**config.mk**
```make
export PLATFORM = sky130hd
export DESIGN_NAME = button_conditioner
export DESIGN_NICKNAME = d
export VERILOG_FILES = /design/src/rtl/button_pkg.sv /design/src/rtl/button_channel.sv /design/src/rtl/button_conditioner.sv
export SDC_FILE = /design/constraint.sdc
export NUM_CORES = 1
export LEC_CHECK = 0
export BUFFER_PORTS_ARGS = -buffer_cell sky130_fd_sc_hd__buf_2
export CELL_PAD_IN_SITES_DETAIL_PLACEMENT = 0
export CELL_PAD_IN_SITES_GLOBAL_PLACEMENT = 1
export CORE_MARGIN = 2
export CORE_UTILIZATION = 52
export DETAILED_ROUTE_END_ITERATION = 6
export PLACE_DENSITY = 0.87
export SLEW_MARGIN = 5
export SYNTH_ARGS = -nofsm -noshare
export SYNTH_HDL_FRONTEND = slang
export SYNTH_HIERARCHICAL = 1
export SYNTH_SLANG_ARGS = --single-unit
```
**constraint.sdc**
```tcl
create_clock -name clk_clk -period 7.1 [get_ports clk_clk]
set_input_delay 1.065 -clock clk_clk [delete_from_list [all_inputs] [get_ports clk_clk]]
set_output_delay 1.065 -clock clk_clk [all_outputs]
set_load 0.01 [all_outputs]
```
**src/rtl/button_pkg.sv**
```systemverilog
`default_nettype none
// +----------------------------------------------------------------------------+
// | button_pkg : shared channel state enum and parameter defaults              |
// | Revision   : 1.0                                                           |
// +----------------------------------------------------------------------------+
package button_pkg;

   localparam int unsigned DEBOUNCE_CYCLES_DEF = 1000000;
   localparam int unsigned REPEAT_DELAY_DEF    = 25000000;
   localparam int unsigned REPEAT_PERIOD_DEF   = 5000000;
   localparam int unsigned NUM_KEYS            = 4;

   typedef enum logic [1:0] {
      ST_IDLE       = 2'd0,
      ST_PRESS_DB   = 2'd1,
      ST_HELD       = 2'd2,
      ST_RELEASE_DB = 2'd3
   } btn_state_e;

   function automatic int unsigned max2(input int unsigned a, input int unsigned b);
      return (a > b) ? a : b;
   endfunction

endpackage
`default_nettype wire

```
**src/rtl/button_channel.sv**
```systemverilog
`default_nettype none
// +----------------------------------------------------------------------------+
// | button_channel : synchronizer, debounce FSM and autorepeat for one key     |
// | Revision       : 1.0                                                       |
// +----------------------------------------------------------------------------+
module button_channel
   import button_pkg::*;
#(
   parameter int unsigned DEBOUNCE_CYCLES = DEBOUNCE_CYCLES_DEF,
   parameter int unsigned REPEAT_DELAY    = REPEAT_DELAY_DEF,
   parameter int unsigned REPEAT_PERIOD   = REPEAT_PERIOD_DEF
) (
   input  logic clk_clk,
   input  logic reset_reset,
   input  logic btn_n_i,
   input  logic repeat_en_i,
   output logic level_o,
   output logic press_o,
   output logic release_o
);

   localparam int unsigned DB_W = $clog2(DEBOUNCE_CYCLES + 1);
   localparam int unsigned RP_W = $clog2(max2(REPEAT_DELAY, REPEAT_PERIOD) + 1);

   localparam logic [DB_W-1:0] DB_LAST  = DB_W'(DEBOUNCE_CYCLES - 1);
   localparam logic [DB_W-1:0] DB_MAX   = DB_W'(DEBOUNCE_CYCLES);
   localparam logic [RP_W-1:0] RP_FIRST = RP_W'(REPEAT_DELAY - 1);
   localparam logic [RP_W-1:0] RP_NEXT  = RP_W'(REPEAT_PERIOD - 1);
   localparam logic [RP_W-1:0] RP_MAX   = RP_W'(max2(REPEAT_DELAY, REPEAT_PERIOD));

   btn_state_e      state_q, state_d;
   logic [1:0]      sync_q, sync_d;
   logic [DB_W-1:0] db_cnt_q, db_cnt_d;
   logic [RP_W-1:0] rep_cnt_q, rep_cnt_d;
   logic            rep_armed_q, rep_armed_d;
   logic            level_q, level_d;
   logic            press_q, press_d;
   logic            release_q, release_d;

   logic            sample;
   logic [DB_W-1:0] db_inc;
   logic [RP_W-1:0] rep_inc;
   logic [RP_W-1:0] rep_target;

   always_comb begin
      sync_d      = {sync_q[0], ~btn_n_i};
      sample      = sync_q[1];
      db_inc      = (db_cnt_q >= DB_MAX) ? db_cnt_q : db_cnt_q + DB_W'(1);
      rep_inc     = (rep_cnt_q >= RP_MAX) ? rep_cnt_q : rep_cnt_q + RP_W'(1);
      // The first repeat waits the long delay, later ones use the period
      rep_target  = rep_armed_q ? RP_NEXT : RP_FIRST;

      state_d     = state_q;
      db_cnt_d    = db_cnt_q;
      rep_cnt_d   = rep_cnt_q;
      rep_armed_d = rep_armed_q;
      level_d     = level_q;
      press_d     = 1'b0;
      release_d   = 1'b0;

      case (state_q)
         ST_IDLE: begin
            if (sample) begin
               state_d  = ST_PRESS_DB;
               db_cnt_d = '0;
            end
         end
         ST_PRESS_DB: begin
            if (!sample) begin
               state_d = ST_IDLE;
            end else if (db_cnt_q >= DB_LAST) begin
               state_d     = ST_HELD;
               level_d     = 1'b1;
               press_d     = 1'b1;
               rep_cnt_d   = '0;
               rep_armed_d = 1'b0;
            end else begin
               db_cnt_d = db_inc;
            end
         end
         ST_HELD: begin
            if (!sample) begin
               state_d  = ST_RELEASE_DB;
               db_cnt_d = '0;
            end else if (repeat_en_i) begin
               if (rep_cnt_q >= rep_target) begin
                  press_d     = !press_q;
                  rep_cnt_d   = '0;
                  rep_armed_d = 1'b1;
               end else begin
                  rep_cnt_d = rep_inc;
               end
            end
         end
         ST_RELEASE_DB: begin
            // Repeat counter is left untouched here so a bounce resumes the cadence
            if (sample) begin
               state_d = ST_HELD;
            end else if (db_cnt_q >= DB_LAST) begin
               state_d   = ST_IDLE;
               level_d   = 1'b0;
               release_d = 1'b1;
            end else begin
               db_cnt_d = db_inc;
            end
         end
         default: begin
            state_d = ST_IDLE;
         end
      endcase

      if (!repeat_en_i) begin
         rep_cnt_d   = '0;
         rep_armed_d = 1'b0;
      end
   end

   always_ff @(posedge clk_clk) begin
      if (reset_reset) begin
         state_q     <= ST_IDLE;
         sync_q      <= '0;
         db_cnt_q    <= '0;
         rep_cnt_q   <= '0;
         rep_armed_q <= 1'b0;
         level_q     <= 1'b0;
         press_q     <= 1'b0;
         release_q   <= 1'b0;
      end else begin
         state_q     <= state_d;
         sync_q      <= sync_d;
         db_cnt_q    <= db_cnt_d;
         rep_cnt_q   <= rep_cnt_d;
         rep_armed_q <= rep_armed_d;
         level_q     <= level_d;
         press_q     <= press_d;
         release_q   <= release_d;
      end
   end

   assign level_o   = level_q;
   assign press_o   = press_q;
   assign release_o = release_q;

endmodule
`default_nettype wire

```
**src/rtl/button_conditioner.sv**
```systemverilog
`default_nettype none
// +----------------------------------------------------------------------------+
// | button_conditioner : four independent debounced push-button channels       |
// | Revision           : 1.0                                                   |
// +----------------------------------------------------------------------------+
module button_conditioner
   import button_pkg::*;
#(
   parameter int unsigned DEBOUNCE_CYCLES = DEBOUNCE_CYCLES_DEF,
   parameter int unsigned REPEAT_DELAY    = REPEAT_DELAY_DEF,
   parameter int unsigned REPEAT_PERIOD   = REPEAT_PERIOD_DEF
) (
   input  logic                clk_clk,
   input  logic                reset_reset,
   input  logic [NUM_KEYS-1:0] btn_n_i,
   input  logic                repeat_en_i,
   output logic [NUM_KEYS-1:0] btn_level_o,
   output logic [NUM_KEYS-1:0] btn_press_o,
   output logic [NUM_KEYS-1:0] btn_release_o,
   output logic [NUM_KEYS-1:0] button_external_connection_export
);

   for (genvar i = 0; i < NUM_KEYS; i++) begin : g_key
      button_channel #(
         .DEBOUNCE_CYCLES (DEBOUNCE_CYCLES),
         .REPEAT_DELAY    (REPEAT_DELAY),
         .REPEAT_PERIOD   (REPEAT_PERIOD)
      ) u_channel (
         .clk_clk     (clk_clk),
         .reset_reset (reset_reset),
         .btn_n_i     (btn_n_i[i]),
         .repeat_en_i (repeat_en_i),
         .level_o     (btn_level_o[i]),
         .press_o     (btn_press_o[i]),
         .release_o   (btn_release_o[i])
      );
   end

   assign button_external_connection_export = btn_level_o;

endmodule
`default_nettype wire
```
After elaboration in Yosys (flattened, before gate mapping)
Cells that the tools add are included.
Widths: inputs -> output; s select.

storage, ports and cells
  bits of input ports = 7
  flip-flop bits (word level) = 212
  word-level logic and storage cells = 306
  output and inout port bits = 16

cells by class
  bitwise gates (word level) = 9
  order comparisons = 16
  add/subtract/negate cells = 8
  equality and inequality tests = 56
  reduce and logical (&&, ||, !) cells = 41
  muxes and demuxes = 144

operator list
  cell                   count
  $mux 25                24
  $mux 20                24
  $pmux 20 s4            4
  $pmux 25 s2            4
  $ge 20x20->1 const B   8
  $add 25x1->25 const B  4
  $ge 25x25->1           4
  $ge 25x25->1 const B   4
  $add 20x1->20 const B  4
  $reduce_and 5->1       12
  $mux 1                 48
  $mux 2                 24
  $ne 2x1->1 const B     24
  $pmux 2 s4             4
  $reduce_and 4->1       8
  $ne 3x3->1 const B     8
  $pmux 1 s2             12
  $eq 2x2->1 const B     8
  $ne 2x2->1 const B     8
  $reduce_bool 2->1      8
  $ne 3x1->1 const B     4
  $reduce_or 3->1        4
  $not 1->1              9
  $eq 2x1->1 const B     4
  3 further kinds        9

Depth between registers and ports, before layout
Gate-level depths: netlist of run 1.

  depth after elaboration = 6
  depth in mapped cells = 11

Cells and area by module
Netlist of run 1, hierarchy kept.

by module, submodules not included
  module                                   instances  cells each  area each (µm²)
  button_channel (g_key[0].u_channel ...)  3          397         3183.1
  button_channel (g_key[3].u_channel)      1          395         3168.0
  button_conditioner                       1          4           30.0

Worst setup path before layout of run 1
OpenSTA, ideal clock, no wires.

  kind = input -> register
  from = in reset_reset
  to = reg g_key[0].u_channel.rep_cnt_q[3]
  arrival time = 2.295 ns
  stages = 7
  setup slack = 4.704 ns
  required time = 6.999 ns
  path buffers = 2
  cells stage by stage = clkbuf_1 -> nor2b_1 -> and3_1 -> o21a_1 -> clkbuf_1 -> o221ai_1 -> o41ai_1

on the way
  word-level cells in the longest chain between the ends = 1

ends and longest elaborated chain
  item                       RTL line                  text
  start: declaration         button_conditioner.sv:14  input logic reset_reset,
  $reduce_or 2->1 (no line)  --
  end signal: assignment     button_channel.sv:132     rep_cnt_q <= rep_cnt_d;
  end: declaration           button_channel.sv:34      logic [RP_W-1:0] rep_cnt_q, rep_cnt_d;

No other way between the ends.
A chain may end at the register's enable or synchronous reset.

Worst setup path in the final report of run 1
  from = reg g_key[3].u_channel.rep_armed_q
  to = reg g_key[3].u_channel.rep_cnt_q[23]

on the way
  word-level cells in the longest chain between the ends = 5
  elaborated cells on any way between the ends = 7

ends and longest elaborated chain
  item                      RTL line               text
  start: declaration        button_channel.sv:35   logic rep_armed_q, rep_armed_d;
  start signal: assignment  button_channel.sv:133  rep_armed_q <= rep_armed_d;
  $mux 25 *                 button_channel.sv:51   rep_target = rep_armed_q ? RP_NEXT : RP_FIRST;
  $ge 25x25->1 *            button_channel.sv:86   if (rep_cnt_q >= rep_target) begin
  $mux 25                   button_channel.sv:86
  $mux 25                   button_channel.sv:82   if (!sample) begin
  $pmux 25 s2               button_channel.sv:61   case (state_q)
  end signal: assignment    button_channel.sv:132
  end: declaration          button_channel.sv:34

Every way passes the cells marked *; elsewhere a longest branch is shown, timed or not. The select of a mux whose other input is x is not followed.

==> results of run 1 <==
==> Yosys cell counts, drive strengths merged, types with 25 or more instances <==
master and number:
a21o 25, a21oi 116, and3 35, buf 26
clkbuf 53, dfxtp 212, ha 64, inv 64
nand2 110, nand3 93, nand4 43, nor2 170
nor3 57, o21ai 103, xnor2 37
==> sequential cells by signal, indices dropped and copies added (netlist names), named ones only <==
register,count
g_key.u_channel/rep_cnt_q,100
g_key.u_channel/db_cnt_q,80
g_key.u_channel/sync_q,8
g_key.u_channel/level_o,4
g_key.u_channel/press_o,4
g_key.u_channel/release_o,4
g_key.u_channel/rep_armed_q,4
g_key.u_channel/state_q,4
==> worst max-delay path by stage <==
stage,endpoint,from,slack (ns)
2_1_floorplan,g_key[0].u_channel/rep_cnt_q[3]$_SDFFE_PP0P_,reset_reset,4.70
3_3_place_gp,g_key[3].u_channel/rep_cnt_q[9]$_SDFFE_PP0P_,reset_reset,3.48
3_5_place_dp,g_key[3].u_channel/rep_cnt_q[9]$_SDFFE_PP0P_,reset_reset,3.36
4_1_cts,g_key[3].u_channel/rep_cnt_q[23]$_SDFFE_PP0P_,g_key[3].u_channel/rep_armed_q$_SDFFE_PP0P_,3.53
5_1_grt,g_key[3].u_channel/rep_cnt_q[23]$_SDFFE_PP0P_,g_key[3].u_channel/rep_armed_q$_SDFFE_PP0P_,3.18
6_report,g_key[3].u_channel/rep_cnt_q[23]$_SDFFE_PP0P_,g_key[3].u_channel/rep_armed_q$_SDFFE_PP0P_,3.57
==> cell usage in the layout (no fill, tap or decap), drive strengths merged, types with 13 or more instances in the layout <==
| cell | n |
|---|---|
| nor2 | 170 |
| and4 | 19 |
| or2 | 14 |
| and2 | 19 |
| dfxtp | 212 |
| a21oi | 116 |
| o211ai | 14 |
| ha | 64 |
| inv | 64 |
| nand4 | 43 |
| nor4 | 16 |
| nor2b | 16 |
| a21o | 25 |
| o31ai | 22 |
| xor2 | 15 |
| and3 | 35 |
| xnor2 | 37 |
| o221ai | 22 |
| nand3 | 93 |
| nor3 | 57 |
| o41ai | 13 |
| nand2 | 110 |
| a31o | 15 |
| buf | 30 |
| a22o | 21 |
| clkbuf | 32 |
| nand4b | 13 |
| o21ai | 103 |
==> logic make-up after synthesis <==
family          synth area share [%]
buf+inv                         4.69
flops                           33.3
xor+xnor                        3.57
compound gates                  24.5
simple gates                    27.0
mux                            0.707
fa+ha+maj                       6.28
==> where the power goes <==
part,internal [mW],switching [mW],leakage (nW)
Clock,0.886,0.520,0.443
Combinational,0.107,0.248,2.80
Sequential,1.20,0.0161,1.71
Total,2.20,0.785,4.95
==> per-layer routing <==
| layer | vias to the layer above | global-route usage [%] | share of wire (%) |
|---|---|---|---|
| li1 | 5846 | - | - |
| met1 | 5431 | 31.4 | 49 |
| met2 | 158 | 38.2 | 45 |
| met3 | 44 | 2.66 | 3.4 |
| met4 | 0 | 6.02 | 2.2 |
| met5 | - | 0 | 0 |
==> critical path, cell delays in order, from the launching register on <==
cell      delay [ns]
dfxtp_1         0.50
ha_1            0.31
nand4b_1        0.12
a21oi_1         0.06
a221oi_1        0.40
nand3_1         0.53
nor4b_4         0.89
nand2b_1        0.30
o41ai_2         0.34
==> metrics by stage <==
step / utilization, % / setup slack, ns / instances
after floorplan: - / 4.70 / 1590
final: 57.4 / 3.57 / 1910
after global placement: 53.6 / 3.48 / 1865
after CTS: 57.4 / 3.53 / 1910
after global routing: 57.4 / 3.18 / 1910
after detailed placement: 53.6 / 3.36 / 1865
==> area by class of cell <==
cell class | count | share of cell area, %
clock inverters | 13 | 1.42
clock buffers | 32 | 5.13
repair buffers | 30 | 1.23
multi-input cells | 1235 | 57.0
well taps | 324 | 2.92
inverters | 64 | 1.73
flip-flops and latches | 212 | 30.6
==> metrics.md, run 1 <==
| Metric | Value |
|---|---|
| ANT nets after route | `0` |
| Area leader, netlist | `dfxtp_1` |
| Dominant synthesized flop cell | `dfxtp_1` |
| EDFF count, synth | `0` |
| Setup TNS | `0 ns` |
| Worst Hold Depth | `1` |
| Peak Freq | `~0.28 GHz` |
| Max Clock Skew | `0.0195 ns` |
| RSZ-0062 raised after global routing | `false` |
| Hold Fails Final Rpt | `0` |
| Overall Power | `between 2 and 3 mW` |
| Io pins | `23` |
| Routed len/inst | `between 15 and 20 µm` |
| Via density | `around 6` |
| Clock buffer depth | `3` |
| Largest net degree at the start of global routing | `44` |
| Status | `finished, final reports clean` |
| Post-DP Area | `about 13000 µm²` |
| Flip-flop and latch area | `approximately 4200 µm²` |
| Post-Syn Nets | `approximately 1700` |
| Async SR Flop Fraction | `0%` |
| Cts repair resizes | `0` |
| Drt total wl | `29900 µm` |
| Clock root buffer | `clkbuf_16` |
| Top-area cell type share of the netlist area | `between 30% and 40%` |
| Slew Limit Fails | `0` |
| Layout cells sized above 1 | `about 7.1%` |
| Post-CTS setup buffers | `0` |
| Detailed Routing Iterations Pass 1 | `5` |
| Die footprint | `around 26000 µm²` |
| CP startpoint kind | `register` |
| Die Ht | `between 150 and 200 µm` |
| Critical Path AT | `just under 4 ns` |
| Worst IR Drop VDD | `around 0.18 mV` |
| Min Hold Slack | `approximately 0.44 ns` |
| Vias in the first global route | `around 11000` |
| Floorplan core area | `approximately 24000 µm²` |
| Worst-margin pin slew | `roughly 1.3 ns` |
| Initial DRC Count | `768` |
| Synth cell types | `between 70 and 80` |
| TritonCTS Buffers | `25` |
| Mapped Area | `about 13000 µm²` |
| Multi-input logic area | `between 7000 and 8000 µm²` |
| Syn Inst Count | `~1600` |
| Worst-path fanout max | `14` |
| GRT overflow | `0` |
| Clock latency on the worst-skew pair | `about 0.52 ns` |
| Period Utilization, post-route | `49.7%` |
| Main area contributors after synthesis | `dfxtp_1, ha_1, nor2_1, a21oi_1, nand3_1` |
| Hold Crit Start | `g_key[1].u_channel/sync_q[0]$_SDFF_PP0_` |
| Fill count | `about 2300` |
| WHS Endpoint | `g_key[1].u_channel/sync_q[1]$_SDFF_PP0_` |
| Area growth syn-to-layout | `8.87%` |
| Reg2Reg Depth | `8` |
| CP Data Required Time | `between 7 and 8 ns` |
| Hold-fix buffers, CTS | `0` |
| Register area share after synthesis | `around a third` |
| Critical path capture point type | `register` |
| CTS tree | `yes` |
| First-pass GRT wire length | `51200 µm` |
| GRT Resource Usage Total | `between 20% and 30%` |
| Reg2reg start | `g_key[3].u_channel/rep_armed_q$_SDFFE_PP0P_` |
| Die width | `~160 µm` |
| R2R Setup Slk | `about 3.6 ns` |
| Std-Cell Rows | `57` |
| # diodes | `0` |
| Max-slew headroom | `between 10 and 15%` |
| MaxCap Viol Count | `0` |
| Number of I/O port buffers | `22` |
| Starting Density | `52.7%` |
| Crit Path Class | `reg2reg` |
| CTS sink cnt | `212` |
| PD cells | `roughly 210 nW/µm²` |
| Final setup fails | `0` |
| DRC | `0` |
| Synthesized flop and latch total | `approximately 210` |
| Syn Area/Cell | `approximately 8 µm²` |
| Fin area | `about 14000 µm²` |
| GP Congestion | `roughly 0.85` |
| Nets | `between 1500 and 2000` |
| Clk slew on worst S/H paths | `~0.060 ns` |
| Leak Pwr | `slightly below 5 nW` |
| Min-Delay Path Class | `reg2reg` |
| Min Tclk post-route | `3.53 ns` |
| Via count | `~11000` |
| R2R Path End | `g_key[3].u_channel/rep_cnt_q[23]$_SDFFE_PP0P_` |
| Hpwl dp | `20200 µm` |
| Initial antenna violation count | `0` |
| H-tree Lvls | `1` |
| Yosys warnings | `6` |
No activity file was read; power rests on OpenSTA's default activity.
==> run 2, diff against run 1 <==
--- a/config.mk
+++ b/config.mk
@@ -5,13 +5,14 @@
 export SDC_FILE = /design/constraint.sdc
 export NUM_CORES = 1
 export LEC_CHECK = 0
+export ABC_AREA = 1
 export BUFFER_PORTS_ARGS = -buffer_cell sky130_fd_sc_hd__buf_2
 export CELL_PAD_IN_SITES_DETAIL_PLACEMENT = 0
 export CELL_PAD_IN_SITES_GLOBAL_PLACEMENT = 1
 export CORE_MARGIN = 2
-export CORE_UTILIZATION = 52
+export CORE_UTILIZATION = 41
 export DETAILED_ROUTE_END_ITERATION = 6
-export PLACE_DENSITY = 0.87
+export PLACE_DENSITY = 0.79
 export SLEW_MARGIN = 5
 export SYNTH_ARGS = -nofsm -noshare
 export SYNTH_HDL_FRONTEND = slang
==> constraint.sdc (replaced) <==
create_clock -name clk_clk -period 2.86 [get_ports clk_clk]
set_input_delay 0.429 -clock clk_clk [delete_from_list [all_inputs] [get_ports clk_clk]]
set_output_delay 0.429 -clock clk_clk [all_outputs]
set_load 0.01 [all_outputs]
==> metrics.md, run 2 <==
| Metric | Value |
|---|---|
| Status | `finished, final reports clean` |
| Initial antenna violation count | `0 (unchanged)` |
| CTS tree | `yes` |
| Commonest non-fill, non-tap cell in the layout | `nand2_1` |
| Floorplan core area | `37400 µm² (+55%)` |
| CP delay by family, top | `simple AND/OR/NAND/NOR gates` |
| Slew Limit Fails | `0 (unchanged)` |
| Drt total wl | `41100 µm (+37%)` |
| Critical path capture point type | `register` |
| Hold Fails Final Rpt | `0 (unchanged)` |
| Nets | `2663 (+62%)` |
| Dominant synthesized flop cell | `dfxtp_1` |
| Synth cell types | `47 (-35%)` |
| Detailed Routing Iterations Pass 1 | `5 (unchanged)` |
| Top-area cell type share of the netlist area | `27.5% (-5.8 points)` |
| MaxCap Viol Count | `0 (unchanged)` |
| WHS Endpoint | `g_key[0].u_channel/sync_q[0]$_SDFF_PP0_` |
| Register area share after synthesis | `27.5% (-5.8 points)` |
| Worst Hold Depth | `2 (+1)` |
| Clk slew on worst S/H paths | `0.06 ns (about the same)` |
| Critical Path AT | `2.96 ns (-1.00 ns)` |
| Max Clock Skew | `0.0201 ns (+0.000690 ns)` |
| Count leader, synth | `nand2_1` |
| H-tree Lvls | `1 (unchanged)` |
| Cells after DPL | `3071 (+65%)` |
| Layout cells sized above 1 | `6.59% (-0.54 points)` |
| Worst-path fanout max | `18 (+4)` |
| Synthesized flop and latch total | `212 (unchanged)` |
| Syn Inst Count | `2576 (+62%)` |
| Initial DRC Count | `1078 (+40%)` |
| GRT overflow | `0 (unchanged)` |
| Biggest regs | `g_key.u_channel/rep_cnt_q x100, g_key.u_channel/db_cnt_q x80, g_key.u_channel/sync_q x8` |
| Area leader, netlist | `dfxtp_1` |
| Number of I/O port buffers | `22 (unchanged)` |
| CP max stage cell | `dfxtp_1` |
| Clock latency on the worst-skew pair | `0.56 ns (+0.04 ns)` |
| First-pass GRT wire length | `69700 µm (+36%)` |
| Cell mode on critical path | `nor2_1` |
| Hold-fix buffers, CTS | `2 (+2)` |
| Final setup fails | `0 (unchanged)` |
| Period Utilization, post-route | `88.0% (+38 points)` |
| CP cell instances | `inv_1 -> ha_1 -> inv_1 -> nor2_1 -> nor2_1 -> nand2_1 -> nand2_1 -> nand2_2 -> nand2_4 -> nand4_4 -> nand2_4 -> inv_6 -> nor2_1 -> nor2_1` |
| CP Data Required Time | `3.31 ns (-4.22 ns)` |
| Buffers plus inverters on the worst setup path | `3 (+3)` |
| Cts repair resizes | `0 (unchanged)` |
| Final non-filler cell total | `3122 (+63%)` |
| Reg2Reg Depth | `14 (+6)` |
| DRC | `0 (unchanged)` |
| Fill count | `4000 (+75%)` |
| GP Congestion | `0.898 (+5.5%)` |
| Min-Delay Path Class | `in2reg` |
| # diodes | `0 (unchanged)` |
| Multi-input logic area | `9440 µm² (+19%)` |
| Routed len/inst | `13.2 µm (-16%)` |
| R2R Path End | `g_key[1].u_channel/rep_cnt_q[10]$_SDFFE_PP0P_` |
| Max FFs per register | `100 (unchanged)` |
| RSZ-0062 raised after global routing | `false` |
| Vias in the first global route | `14400 (+35%)` |
| Peak Freq | `0.398 GHz (+40%)` |
| Syn Area/Cell | `6.00 µm² (-25%)` |
| Post-Syn Nets | `2647 (+59%)` |
| Die width | `198 µm (+23%)` |
| Die Ht | `198 µm (+23%)` |
| Async SR Flop Fraction | `0% (unchanged)` |
| Area growth syn-to-layout | `9.87%` |
| Worst-margin pin slew | `0.781 ns (-0.497 ns)` |
| Setup TNS | `0 ns (unchanged)` |
| CP startpoint kind | `register` |
| Via count | `15600 (+36%)` |
| Yosys warnings | `6 (unchanged)` |
| Flip-flop and latch area | `4240 µm² (unchanged)` |
| Die footprint | `39200 µm² (+52%)` |
| Starting Density | `41.3% (-11 points)` |
| Post-CTS setup buffers | `0 (unchanged)` |
| PD cells | `468 nW/µm² (+120%)` |
| Worst IR Drop VDD | `0.484 mV (+170%)` |
| Hpwl dp | `30300 µm (+50%)` |
| TritonCTS Buffers | `28 (+12%)` |
| Min Tclk post-route | `2.52 ns (-1.02 ns)` |
| Main area contributors after synthesis | `dfxtp_1, nand2_1, nor2_1, inv_1, nand3_1` |
| Synth top cells by count | `nand2_1, nor2_1, inv_1, dfxtp_1, nand3_1` |
| Most frequent cells in the layout | `nand2_1, nor2_1, inv_1` |
| Slowest stage delay, CP | `0.51 ns (-0.38 ns)` |
| Largest Register | `g_key.u_channel/rep_cnt_q` |
| Std-Cell Rows | `71 (+25%)` |
| CTS sink cnt | `212 (unchanged)` |
| Largest net degree at the start of global routing | `27 (-39%)` |
| GRT Resource Usage Total | `21.2% (-1.7 points)` |
| Clock buffer depth | `3 (unchanged)` |
| Io pins | `23 (unchanged)` |
| R2R Setup Slk | `0.34 ns (-3.22 ns)` |
| Crit Path Class | `reg2reg` |
| Reg2reg start | `g_key[1].u_channel/rep_armed_q$_SDFFE_PP0P_` |
| Via density | `5.00 (-17%)` |
| Mapped Area | `15400 µm² (+21%)` |
| Hold Crit Start | `btn_n_i[0]` |
| Max-slew headroom | `47.4% (+33 points)` |
| ANT nets after route | `0 (unchanged)` |
| Leak Pwr | `7.09 nW (+43%)` |
| Clock root buffer | `clkbuf_16` |
| EDFF count, synth | `0 (unchanged)` |
## run 2: stage by stage
step                      setup slack, ns  total power, mW  hold WS, ns  utilization (%)  cell area, µm²
after detailed placement            0.361             4.55        0.396             42.9           16000
final                               0.344             7.95       0.0294             45.4           17000
after global routing               0.0767             8.39       0.0210             45.4           17000
after CTS                           0.329             8.08      0.00363             45.4           17000
after floorplan                     0.917             4.27        0.388                -           15400
after global placement              0.426             4.53        0.390             42.9           16000
## run 2: worst max path at each step
stage	startpoint	to	slack [ns]	cells after the start
final	g_key[1].u_channel/rep_armed_q$_SDFFE_PP0P_	g_key[1].u_channel/rep_cnt_q[10]$_SDFFE_PP0P_	0.34	14
after global routing	g_key[1].u_channel/rep_armed_q$_SDFFE_PP0P_	g_key[1].u_channel/rep_cnt_q[9]$_SDFFE_PP0P_	0.08	14
after detailed placement	g_key[1].u_channel/rep_armed_q$_SDFFE_PP0P_	g_key[1].u_channel/rep_cnt_q[10]$_SDFFE_PP0P_	0.36	14
after CTS	g_key[1].u_channel/rep_armed_q$_SDFFE_PP0P_	g_key[1].u_channel/rep_cnt_q[10]$_SDFFE_PP0P_	0.33	14
after floorplan	g_key[0].u_channel/rep_armed_q$_SDFFE_PP0P_	g_key[0].u_channel/rep_cnt_q[13]$_SDFFE_PP0P_	0.92	12
after global placement	g_key[1].u_channel/rep_armed_q$_SDFFE_PP0P_	g_key[1].u_channel/rep_cnt_q[12]$_SDFFE_PP0P_	0.43	11
## run 2: layout make-up
cell class	instances	area share (%)
Clock buffer	45	5.04
Clock inverter	4	0.280
Inverter	340	7.62
Multi-Input combinational cell	1944	55.6
Sequential cell	212	25.0
Tap cell	511	3.77
Timing Repair Buffer	66	2.63
## run 2: cells by family (layout without fill, tap and decap cells)
| logic type | Yosys count | count (layout) | share of synthesized area, % |
|---|---|---|---|
| compound gates | 205 | 205 | 7.23 |
| xor+xnor | 59 | 59 | 3.35 |
| fa+ha+maj | 64 | 64 | 5.19 |
| buf+inv | 420 | 455 | 11.4 |
| flops | 212 | 212 | 27.5 |
| simple gates | 1616 | 1616 | 45.4 |
## run 2: metal layers
metal / global-route usage [%] / wire, µm / up-vias / part of all wire [%]
met3: 2.79 / 1750 / 61 / 4.3
met1: 29.6 / 20300 / 7051 / 49
met2: 34.5 / 18300 / 266 / 44
met5: 0 / 0 / - / 0
met4: 4.90 / 795 / 0 / 1.9
li1: - / - / 8224 / -
## run 2: report_power, final
| group | switching [mW] | total (mW) | internal [mW] |
|---|---|---|---|
| clock | 1.35 | 3.46 | 2.11 |
| combinational | 0.845 | 1.25 | 0.408 |
| sequential | 0.163 | 3.24 | 3.07 |
